### config.mk
export PLATFORM = sky130hd
export DESIGN_NAME = rect_plotter
export DESIGN_NICKNAME = d
export VERILOG_FILES = /design/src/rtl/rect_plotter_pkg.sv /design/src/rtl/rect_plotter_xy_scan_counter.sv /design/src/rtl/rect_plotter.sv
export SDC_FILE = /design/constraint.sdc
export NUM_CORES = 1
export LEC_CHECK = 0
export CAP_MARGIN = 20
export CORE_MARGIN = 1
export CORE_UTILIZATION = 30
export DETAILED_ROUTE_END_ITERATION = 10
export PLACE_DENSITY = 0.59
export SYNTH_ARGS = -nofsm -noshare
export SYNTH_HDL_FRONTEND = slang
export SYNTH_SLANG_ARGS = --single-unit
### constraint.sdc
create_clock -name clk -period 3 [get_ports clk]
set_input_delay 0.6 -clock clk [delete_from_list [all_inputs] [get_ports clk]]
set_output_delay 0.6 -clock clk [all_outputs]
set_load 0.05 [all_outputs]
### src/rtl/rect_plotter_pkg.sv
// Shared definitions for the rectangle plotter, the display mux and the game
// controller: screen geometry, coordinate/size/colour widths and the plotter
// FSM state encoding.
package rect_plotter_pkg;

    localparam int unsigned X_W      = 8;
    localparam int unsigned Y_W      = 7;
    localparam int unsigned SIZE_W   = 5;
    localparam int unsigned COL_W    = 3;

    localparam int unsigned SCREEN_W = 160;
    localparam int unsigned SCREEN_H = 120;

    localparam logic [COL_W-1:0] BG_COLOUR = '0;

    // Screen limits at scan-counter width and at the one-bit-wider sum width.
    localparam logic [X_W-1:0] SCREEN_W_LIM = SCREEN_W[X_W-1:0];
    localparam logic [Y_W-1:0] SCREEN_H_LIM = SCREEN_H[Y_W-1:0];
    localparam logic [X_W:0]   SCREEN_W_EXT = SCREEN_W[X_W:0];
    localparam logic [Y_W:0]   SCREEN_H_EXT = SCREEN_H[Y_W:0];

    typedef enum logic [1:0] {
        ST_IDLE   = 2'd0,
        ST_DRAW   = 2'd1,
        ST_CLEAR  = 2'd2,
        ST_FINISH = 2'd3
    } state_t;

    // True when an unwrapped pixel coordinate lies on the visible screen.
    function automatic logic in_screen(input logic [X_W:0] x, input logic [Y_W:0] y);
        return (x < SCREEN_W_EXT) && (y < SCREEN_H_EXT);
    endfunction

endpackage

### src/rtl/rect_plotter_xy_scan_counter.sv
// Row-major 2-D scan counter shared by rectangle draw and screen clear.
// Ports:
//   clk, reset      clock and asynchronous active-high reset
//   load            restart the scan at (0,0)
//   enable          advance one position this cycle
//   limit_w/limit_h scan extent (width, height); must be non-zero while enabled
//   dx, dy          current offset within the scan
//   last            current position is (limit_w-1, limit_h-1)
module xy_scan_counter
    import rect_plotter_pkg::*;
(
    input  logic           clk,
    input  logic           reset,
    input  logic           load,
    input  logic           enable,
    input  logic [X_W-1:0] limit_w,
    input  logic [Y_W-1:0] limit_h,
    output logic [X_W-1:0] dx,
    output logic [Y_W-1:0] dy,
    output logic           last
);

    logic [X_W-1:0] dx_q, dx_d;
    logic [Y_W-1:0] dy_q, dy_d;
    logic           row_end;
    logic           col_end;

    always_comb begin
        row_end = (dx_q == limit_w - X_W'(1));
        col_end = (dy_q == limit_h - Y_W'(1));
        last    = row_end && col_end;

        dx_d = dx_q;
        dy_d = dy_q;
        if (load) begin
            dx_d = '0;
            dy_d = '0;
        end else if (enable) begin
            if (row_end) begin
                dx_d = '0;
                dy_d = col_end ? '0 : dy_q + Y_W'(1);
            end else begin
                dx_d = dx_q + X_W'(1);
            end
        end
    end

    always_ff @(posedge clk or posedge reset) begin
        if (reset) begin
            dx_q <= '0;
            dy_q <= '0;
        end else begin
            dx_q <= dx_d;
            dy_q <= dy_d;
        end
    end

    assign dx = dx_q;
    assign dy = dy_q;

endmodule

### src/rtl/rect_plotter.sv
// Rasterises one rectangle per request into single-pixel VGA adapter writes,
// one pixel per clock, with clipping at the screen edge; also provides a
// full-screen clear to BG_COLOUR.
// Ports:
//   clk, reset                 clock, asynchronous active-high reset
//   start, clear               requests, sampled only when idle (clear wins)
//   rect_x/y/w/h/colour        rectangle operands, latched on acceptance
//   busy                       request in progress (through the done cycle)
//   done                       one-cycle completion pulse
//   vga_x, vga_y, vga_colour   registered pixel write data (held when plot=0)
//   plot                       registered pixel write enable
module rect_plotter
    import rect_plotter_pkg::*;
(
    input  logic              clk,
    input  logic              reset,
    input  logic              start,
    input  logic              clear,
    input  logic [X_W-1:0]    rect_x,
    input  logic [Y_W-1:0]    rect_y,
    input  logic [SIZE_W-1:0] rect_w,
    input  logic [SIZE_W-1:0] rect_h,
    input  logic [COL_W-1:0]  rect_colour,
    output logic              busy,
    output logic              done,
    output logic [X_W-1:0]    vga_x,
    output logic [Y_W-1:0]    vga_y,
    output logic [COL_W-1:0]  vga_colour,
    output logic              plot
);

    state_t state_q, state_d;

    logic [X_W-1:0]    x0_q,  x0_d;
    logic [Y_W-1:0]    y0_q,  y0_d;
    logic [SIZE_W-1:0] w_q,   w_d;
    logic [SIZE_W-1:0] h_q,   h_d;
    logic [COL_W-1:0]  col_q, col_d;

    logic              busy_q,    busy_d;
    logic              done_q,    done_d;
    logic              plot_q,    plot_d;
    logic [X_W-1:0]    vga_x_q,   vga_x_d;
    logic [Y_W-1:0]    vga_y_q,   vga_y_d;
    logic [COL_W-1:0]  vga_col_q, vga_col_d;

    logic              scan_load;
    logic              scan_en;
    logic [X_W-1:0]    limit_w;
    logic [Y_W-1:0]    limit_h;
    logic [X_W-1:0]    dx;
    logic [Y_W-1:0]    dy;
    logic              scan_last;

    logic [X_W:0]      sum_x;
    logic [Y_W:0]      sum_y;

    xy_scan_counter u_scan (
        .clk     (clk),
        .reset   (reset),
        .load    (scan_load),
        .enable  (scan_en),
        .limit_w (limit_w),
        .limit_h (limit_h),
        .dx      (dx),
        .dy      (dy),
        .last    (scan_last)
    );

    always_comb begin
        limit_w = (state_q == ST_CLEAR) ? SCREEN_W_LIM : {{(X_W-SIZE_W){1'b0}}, w_q};
        limit_h = (state_q == ST_CLEAR) ? SCREEN_H_LIM : {{(Y_W-SIZE_W){1'b0}}, h_q};
        // One bit wider than the operands so large origins clip instead of wrapping.
        sum_x   = {1'b0, x0_q} + {1'b0, dx};
        sum_y   = {1'b0, y0_q} + {1'b0, dy};
    end

    always_comb begin
        state_d   = state_q;
        x0_d      = x0_q;
        y0_d      = y0_q;
        w_d       = w_q;
        h_d       = h_q;
        col_d     = col_q;
        scan_load = 1'b0;
        scan_en   = 1'b0;
        plot_d    = 1'b0;
        vga_x_d   = vga_x_q;
        vga_y_d   = vga_y_q;
        vga_col_d = vga_col_q;
        busy_d    = (state_q != ST_IDLE);
        done_d    = (state_q == ST_FINISH);

        unique case (state_q)
            ST_IDLE: begin
                // The done cycle is spent in IDLE with busy still high; requests
                // arriving then are dropped like any other request while busy.
                if (!busy_q) begin
                    if (clear) begin
                        scan_load = 1'b1;
                        state_d   = ST_CLEAR;
                    end else if (start) begin
                        scan_load = 1'b1;
                        x0_d      = rect_x;
                        y0_d      = rect_y;
                        w_d       = rect_w;
                        h_d       = rect_h;
                        col_d     = rect_colour;
                        state_d   = ((rect_w == '0) || (rect_h == '0)) ? ST_FINISH : ST_DRAW;
                    end
                end
            end
            ST_DRAW: begin
                scan_en = 1'b1;
                if (in_screen(sum_x, sum_y)) begin
                    plot_d    = 1'b1;
                    vga_x_d   = sum_x[X_W-1:0];
                    vga_y_d   = sum_y[Y_W-1:0];
                    vga_col_d = col_q;
                end
                if (scan_last) begin
                    state_d = ST_FINISH;
                end
            end
            ST_CLEAR: begin
                scan_en   = 1'b1;
                plot_d    = 1'b1;
                vga_x_d   = dx;
                vga_y_d   = dy;
                vga_col_d = BG_COLOUR;
                if (scan_last) begin
                    state_d = ST_FINISH;
                end
            end
            ST_FINISH: begin
                state_d = ST_IDLE;
            end
            default: begin
                state_d = ST_IDLE;
            end
        endcase
    end

    always_ff @(posedge clk or posedge reset) begin
        if (reset) begin
            state_q   <= ST_IDLE;
            x0_q      <= '0;
            y0_q      <= '0;
            w_q       <= '0;
            h_q       <= '0;
            col_q     <= '0;
            busy_q    <= 1'b0;
            done_q    <= 1'b0;
            plot_q    <= 1'b0;
            vga_x_q   <= '0;
            vga_y_q   <= '0;
            vga_col_q <= '0;
        end else begin
            state_q   <= state_d;
            x0_q      <= x0_d;
            y0_q      <= y0_d;
            w_q       <= w_d;
            h_q       <= h_d;
            col_q     <= col_d;
            busy_q    <= busy_d;
            done_q    <= done_d;
            plot_q    <= plot_d;
            vga_x_q   <= vga_x_d;
            vga_y_q   <= vga_y_d;
            vga_col_q <= vga_col_d;
        end
    end

    assign busy       = busy_q;
    assign done       = done_q;
    assign plot       = plot_q;
    assign vga_x      = vga_x_q;
    assign vga_y      = vga_y_q;
    assign vga_colour = vga_col_q;

endmodule

# Word-level counts from Yosys, hierarchy flattened
# Cells that the tools add are included.
# W data, S select, Z words.
[word_totals]
regBits = 66
out_inout_bits = 21
[classes]
addsub = 6
magnitude_cmp = 2
eq_ne = 9
mux = 28
bitwise = 2
n_reduce_logical = 15
[ops]
columns = ["operator", "n"]
rows = [
  ["$mux W7", 6],
  ["$mux W8", 5],
  ["$pmux W8 S2", 1],
  ["$pmux W7 S2", 1],
  ["$logic_not A5 Y1", 2],
  ["$mux W2", 5],
  ["$add A8 B8 Y9", 1],
  ["$lt A9 B8 Y1 const B", 1],
  ["$add A7 B7 Y8", 1],
  ["$add A8 B1 Y8 const B", 1],
  ["$eq A8 B8 Y1", 1],
  ["$lt A8 B7 Y1 const B", 1],
  ["$reduce_bool A2 Y1", 4],
  ["$sub A8 B1 Y8 const B", 1],
  ["$add A7 B1 Y7 const B", 1],
  ["$eq A7 B7 Y1", 1],
  ["$sub A7 B1 Y7 const B", 1],
  ["$mux W1", 6],
  ["$pmux W2 S3", 1],
  ["$pmux W3 S2", 1],
  ["$eq A2 B2 Y1 const B", 2],
  ["$ne A2 B2 Y1 const B", 2],
  ["$reduce_and A2 Y1", 2],
  ["$reduce_and A4 Y1", 1],
  ["other kinds (11)", 13],
]

# Depth between registers and ports, before layout
[logic_depth]
ltp_word = 8
mapped_depth = 16
depth_no_buf = 12

# Hierarchy
# A second synthesis with hierarchy kept.
[hier_totals]
cells_unflattened = 410
hier_area_um2 = 4245.3
[modules_own_cells]
columns = ["module", "n_inst", "cells_each", "area_each_um2"]
rows = [
  ["rect_plotter", 1, 267, 3011.6],
  ["xy_scan_counter", 1, 143, 1233.7],
]

# Least setup slack after synthesis
# No wires, ideal clock.
[synth_timing]
path_kind = "reg2reg"
startpoint = "register state_q[0]"
endpoint = "register state_q[0]"
setup_ps = 128
arrival_ps = 3182
required_time_ps = 2872
path_slack_ps = -309
path_stages_with_launch = 16
path_cell_list = "dfrtp_1 inv_1 ha_1 buf_2 inv_2 clkbuf_1 clkbuf_1 nand2_1 ha_1 xnor2_1 a21oi_1 o21a_1 o2111ai_1 nor4_1 o22ai_1 mux2_1"
[synth_between]
elab_chain_cells = 7
word_cells_on_any_way = 17
classes_between = "add/sub: 2; eq/ne: 8; mux: 3; reduce/logical: 4"
[synth_lines]
columns = ["element", "line_no", "rtl"]
rows = [
  ["from (decl)", "rect_plotter.sv:32", "state_t state_q, state_d;"],
  ["from (signal assigned)", "rect_plotter.sv:159", "state_q <= state_d;"],
  ["$eq A2 B2 Y1", "rect_plotter.sv:71, rect_plotter.sv:72, rect_plotter.sv:94", ""],
  ["$mux W8 or $mux W7 (tied branches)", "rect_plotter.sv:71, rect_plotter.sv:72", ""],
  ["$sub A8 B1 Y8 or $sub A7 B1 Y7 (tied branches)", "rect_plotter_xy_scan_counter.sv:29, rect_plotter_xy_scan_counter.sv:30", ""],
  ["$eq A8 B8 Y1 or $eq A7 B7 Y1 (tied branches)", "rect_plotter_xy_scan_counter.sv:29, rect_plotter_xy_scan_counter.sv:30", ""],
  ["$logic_and A1 B1 Y1", "rect_plotter_xy_scan_counter.sv:31", "last = row_end && col_end;"],
  ["$ne A2 B1 Y1 (no line)", "n/a", ""],
  ["$reduce_and A3 Y1 (no line)", "n/a", ""],
]
# Several ways; a longest one is shown, not always the timed one.
# A chain may end at the register's enable or synchronous reset.

# Final worst setup path
[layout_timing]
startpoint = "register x0_q[0]"
endpoint = "register vga_x_q[0], in the netlist vga_x[0]"
[layout_between]
elab_chain_cells = 5
word_cells_on_any_way = 7
classes_between = "add/sub: 1; order compare: 1; eq/ne: 1; mux: 2; reduce/logical: 2"
[layout_lines]
columns = ["element", "line_no", "rtl"]
rows = [
  ["from (decl)", "rect_plotter.sv:34", "logic [X_W-1:0] x0_q, x0_d;"],
  ["from (signal assigned)", "rect_plotter.sv:147", "x0_q <= '0;"],
  ["from (signal assigned)", "rect_plotter.sv:160", "x0_q <= x0_d;"],
  ["$add A8 B8 Y9 *", "rect_plotter.sv:74", "sum_x = {1'b0, x0_q} + {1'b0, dx};"],
  ["$lt A9 B8 Y1", "rect_plotter_pkg.sv:31", "return (x < SCREEN_W_EXT) && (y < SCREEN_H_EXT);"],
  ["$logic_and A1 B1 Y1", "rect_plotter_pkg.sv:31", ""],
  ["$ne A2 B2 Y1 (no line)", "n/a", ""],
  ["$reduce_and A2 Y1 (no line)", "n/a", ""],
  ["to (signal assigned)", "rect_plotter.sv:168", "vga_x_q <= vga_x_d;"],
  ["to (decl)", "rect_plotter.sv:43", "logic [X_W-1:0] vga_x_q, vga_x_d;"],
]
# Every way passes the cells marked *; elsewhere a longest branch is shown, timed or not. The select of a mux whose other input is x is not followed.

==> flow_metrics.tcl <==
set metrics [dict create \
    tightest_slew_ns 0.562 \
    fmax_mhz 353 \
    final_area_mm2 0.00543 \
    grt_pass1_vias 3429 \
    cts_root_buffer "clkbuf_16" \
    dr_wl_met2_um 4990 \
    synthCells 408 \
    core_area_mm2 0.0134 \
    clockBufferDepth 2 \
    track_usage 0.156 \
    slew_headroom 0.625 \
    synth_area_mm2 0.00416 \
    critPathCaptureType "register" \
    cts_num_sinks 66 \
    crit_required_ns 3.22 \
    cts_tree "built" \
    avgRoutedWirePerCell_um 16.1 \
    dr_wl_met3_um 508 \
    crit_type "reg2reg" \
    vias 3484 \
    hold_class "reg2reg" \
    slew_viol_final 0 \
    row_count 42 \
    grt-ovfl-total 0 \
    nets 535 \
    rsz0062_at_grt "no" \
    hold_depth 1 \
    synth_flop_cell "dfrtp_1" \
    diodes 0 \
    drtIter0Drc 228 \
    wl_met1_um 5010 \
    status "finished clean" \
    top_layer "met4" \
    grt_pass1_wl_um 17300 \
    yosysSeqAreaShare 0.397 \
    dp_hpwl_um 7770 \
    initial_utilization 0.311 \
    ys_ff_latch 66 \
    synth_edf_count 0 \
    post-route-period-util 0.946 \
    async_flop_share 1.00 \
    layout-drive-gt1-share 0.209 \
    die_w_um 120 \
    ant_nets 0 \
    clkLatencyLatePin_ns 0.34 \
    ir_drop_v 0.000238 \
    cts_htree_levels 3 \
    antenna_found_initial 0 \
    synthesis.yosys.warnings 0 \
    routed_wl_um 10600 \
    power_leakage_nw 2.41 \
    cts_buffers 9 \
    cp_max_fo 12 \
    post-route-min-period_ns 2.84 \
    drc_errors 0 \
    grt_max_degree 67 \
    num_io_pins 53 \
    die_area_mm2 0.0144 \
    n_fill_cell 1325 \
    portBuffers 52 \
    syn_avg_cell_area_um2 10.2 \
    die_h_um 120 \
    cts.clk_slew.worst_paths_ns 0.05 \
    gp_congestion 0.868 \
    final-hold-violation-count 0 \
    post-route-util 0.406 \
    post_drt_via_cell_ratio 5.29 \
    synth_cell_types 64 \
    cap_violations 0 \
    hold_ws_ns 0.502 \
    syn-num-nets 465 \
    powerDensity_mw_per_mm2 560 \
    dr.pass1.iters 4 \
    clock_skew_ns 0.00842 \
    cts_hold_buf 0 \
    fin_total_pwr_mw 3.04 \
    dpl_cell_area_mm2 0.00498 \
    syn2layout_area_growth_pct 30.5 \
    setup_violations 0 \
    arrival_ns 3.05 \
    rr_worst_depth 10 \
    critPathLaunchType "register" \
]
==> critical path: stages (launching register included) <==
cell,delay (ns)
dfrtp_1,0.38
ha_2,0.22
fa_2,0.37
a211oi_4,0.24
nor2_2,0.09
a311oi_2,0.31
a22oi_1,0.10
a211o_2,0.40
buf_4,0.20
o211a_1,0.12
a211o_1,0.27
==> synth_stat cells (3+ instances only) <==
| library cell | instances | share of area |
|---|---|---|
| dfrtp_1 | 66 | 0.40 |
| nor2_1 | 33 | 0.030 |
| mux2_2 | 28 | 0.076 |
| ha_1 | 23 | 0.069 |
| inv_1 | 23 | 0.021 |
| nor3_1 | 18 | 0.022 |
| nand2_1 | 17 | 0.015 |
| a21oi_1 | 14 | 0.017 |
| xnor2_1 | 14 | 0.029 |
| clkbuf_1 | 13 | 0.012 |
| o211a_1 | 12 | 0.029 |
| o21ai_0 | 10 | 0.012 |
| xor2_1 | 10 | 0.021 |
| a211o_1 | 9 | 0.019 |
| a211oi_1 | 8 | 0.014 |
| a22o_1 | 8 | 0.017 |
| nor3b_1 | 6 | 0.011 |
| o21ai_1 | 6 | 0.0072 |
| a21o_1 | 5 | 0.0090 |
| nand3_1 | 5 | 0.0060 |
| nor2b_1 | 5 | 0.0075 |
| nor4_1 | 4 | 0.0060 |
| o2111ai_1 | 4 | 0.0084 |
| a221o_1 | 3 | 0.0072 |
| buf_6 | 3 | 0.0081 |
| mux2i_1 | 3 | 0.0072 |
| nand2b_1 | 3 | 0.0045 |
| nand4_1 | 3 | 0.0045 |
| nor4b_1 | 3 | 0.0063 |
| o21bai_1 | 3 | 0.0054 |
==> power breakdown <==
group / internal (mW) / total [mW] / switching (mW) / leakage, nW
Clock: 0.624 / 1.00 / 0.380 / 0.143
Combinational: 0.410 / 0.976 / 0.566 / 1.41
Sequential: 0.986 / 1.06 / 0.0768 / 0.862
==> through the flow <==
step / worst slack (ns) / std cells / setup TNS [ns]
after floorplan: 0.0316 / 408 / 0
after global placement: 0.0674 / 637 / 0
after detailed placement: -0.0138 / 637 / -0.0223
after CTS: 0.0376 / 653 / 0
after global routing: 0.00267 / 659 / 0
final: 0.163 / 659 / 0
==> cell type report <==
type	count	area, um^2	share of cell area
clock inverters	2	10.0	0.00184
clock buffers	14	274	0.0504
repair buffers	79	739	0.136
multi-input cells	298	2450	0.451
inverters	24	90.1	0.0166
flip-flops and latches	66	1650	0.304
well taps	176	220	0.0405
==> final timing paths <==
check,startpoint,to,slack (ns)
setup / recovery,x0_q[0],vga_x[0],0.16
hold / removal,col_q[2],vga_colour[2],0.50
setup reg to reg,x0_q[0],vga_x[0],0.16
hold reg to reg,col_q[2],vga_colour[2],0.50
max in group asynchronous,reset,y0_q[1],2.05
min in group asynchronous,reset,plot,0.65
==> routing by layer <==
layer  global-route usage  up-vias
li1                     -     1658
met1                0.206     1740
met2                0.244       77
met5                    0        -
met3               0.0452        9
met4               0.0531        0
==> placed cells by master, fill, tap and decap left out, drive strengths merged, types with 3 or more instances in the layout <==
| cell type | count |
|---|---|
| dfrtp | 66 |
| clkdlybuf4s50 | 52 |
| nor2 | 34 |
| mux2 | 30 |
| buf | 27 |
| inv | 24 |
| ha | 23 |
| nor3 | 18 |
| nand2 | 17 |
| o21ai | 17 |
| a21oi | 15 |
| xnor2 | 14 |
| clkbuf | 14 |
| o211a | 12 |
| xor2 | 10 |
| a211oi | 10 |
| a211o | 9 |
| a22o | 8 |
| nor3b | 6 |
| nand3 | 5 |
| nor2b | 5 |
| a21o | 5 |
| nor4 | 5 |
| o2111ai | 4 |
| o21bai | 3 |
| nand4 | 3 |
| nand2b | 3 |
| mux2i | 3 |
| a221o | 3 |
| nor4b | 3 |
| o21a | 3 |
==> timing repair <==
item / 4_1_cts / 5_1_grt
pin swaps: 0 / 5
setup endpoints to repair: 3 / 27
buffers inserted: 0 / 6
gates resized for setup: 1 / 23
==> flip-flops by register name, indices dropped and copies added, names as in the netlist <==
register / cells
vga_x: 8
plot: 1
done: 1
busy: 1
x0_q: 8
vga_y: 7
vga_colour: 3
state_q: 2
w_q: 5
u_scan.dy: 7
col_q: 3
u_scan.dx: 8
h_q: 5
y0_q: 7
==> kinds of logic after synthesis <==
family,after synthesis,share of synthesized area
adders and majority gates,25,0.0788
and+or+nand+nor,106,0.129
buffers and inverters,44,0.0475
xor gates and xnor gates,24,0.0505
muxes,33,0.0893
DFF,66,0.397
AOI/OAI and AO/OA,110,0.209
No activity file was read; power rests on OpenSTA's default activity.
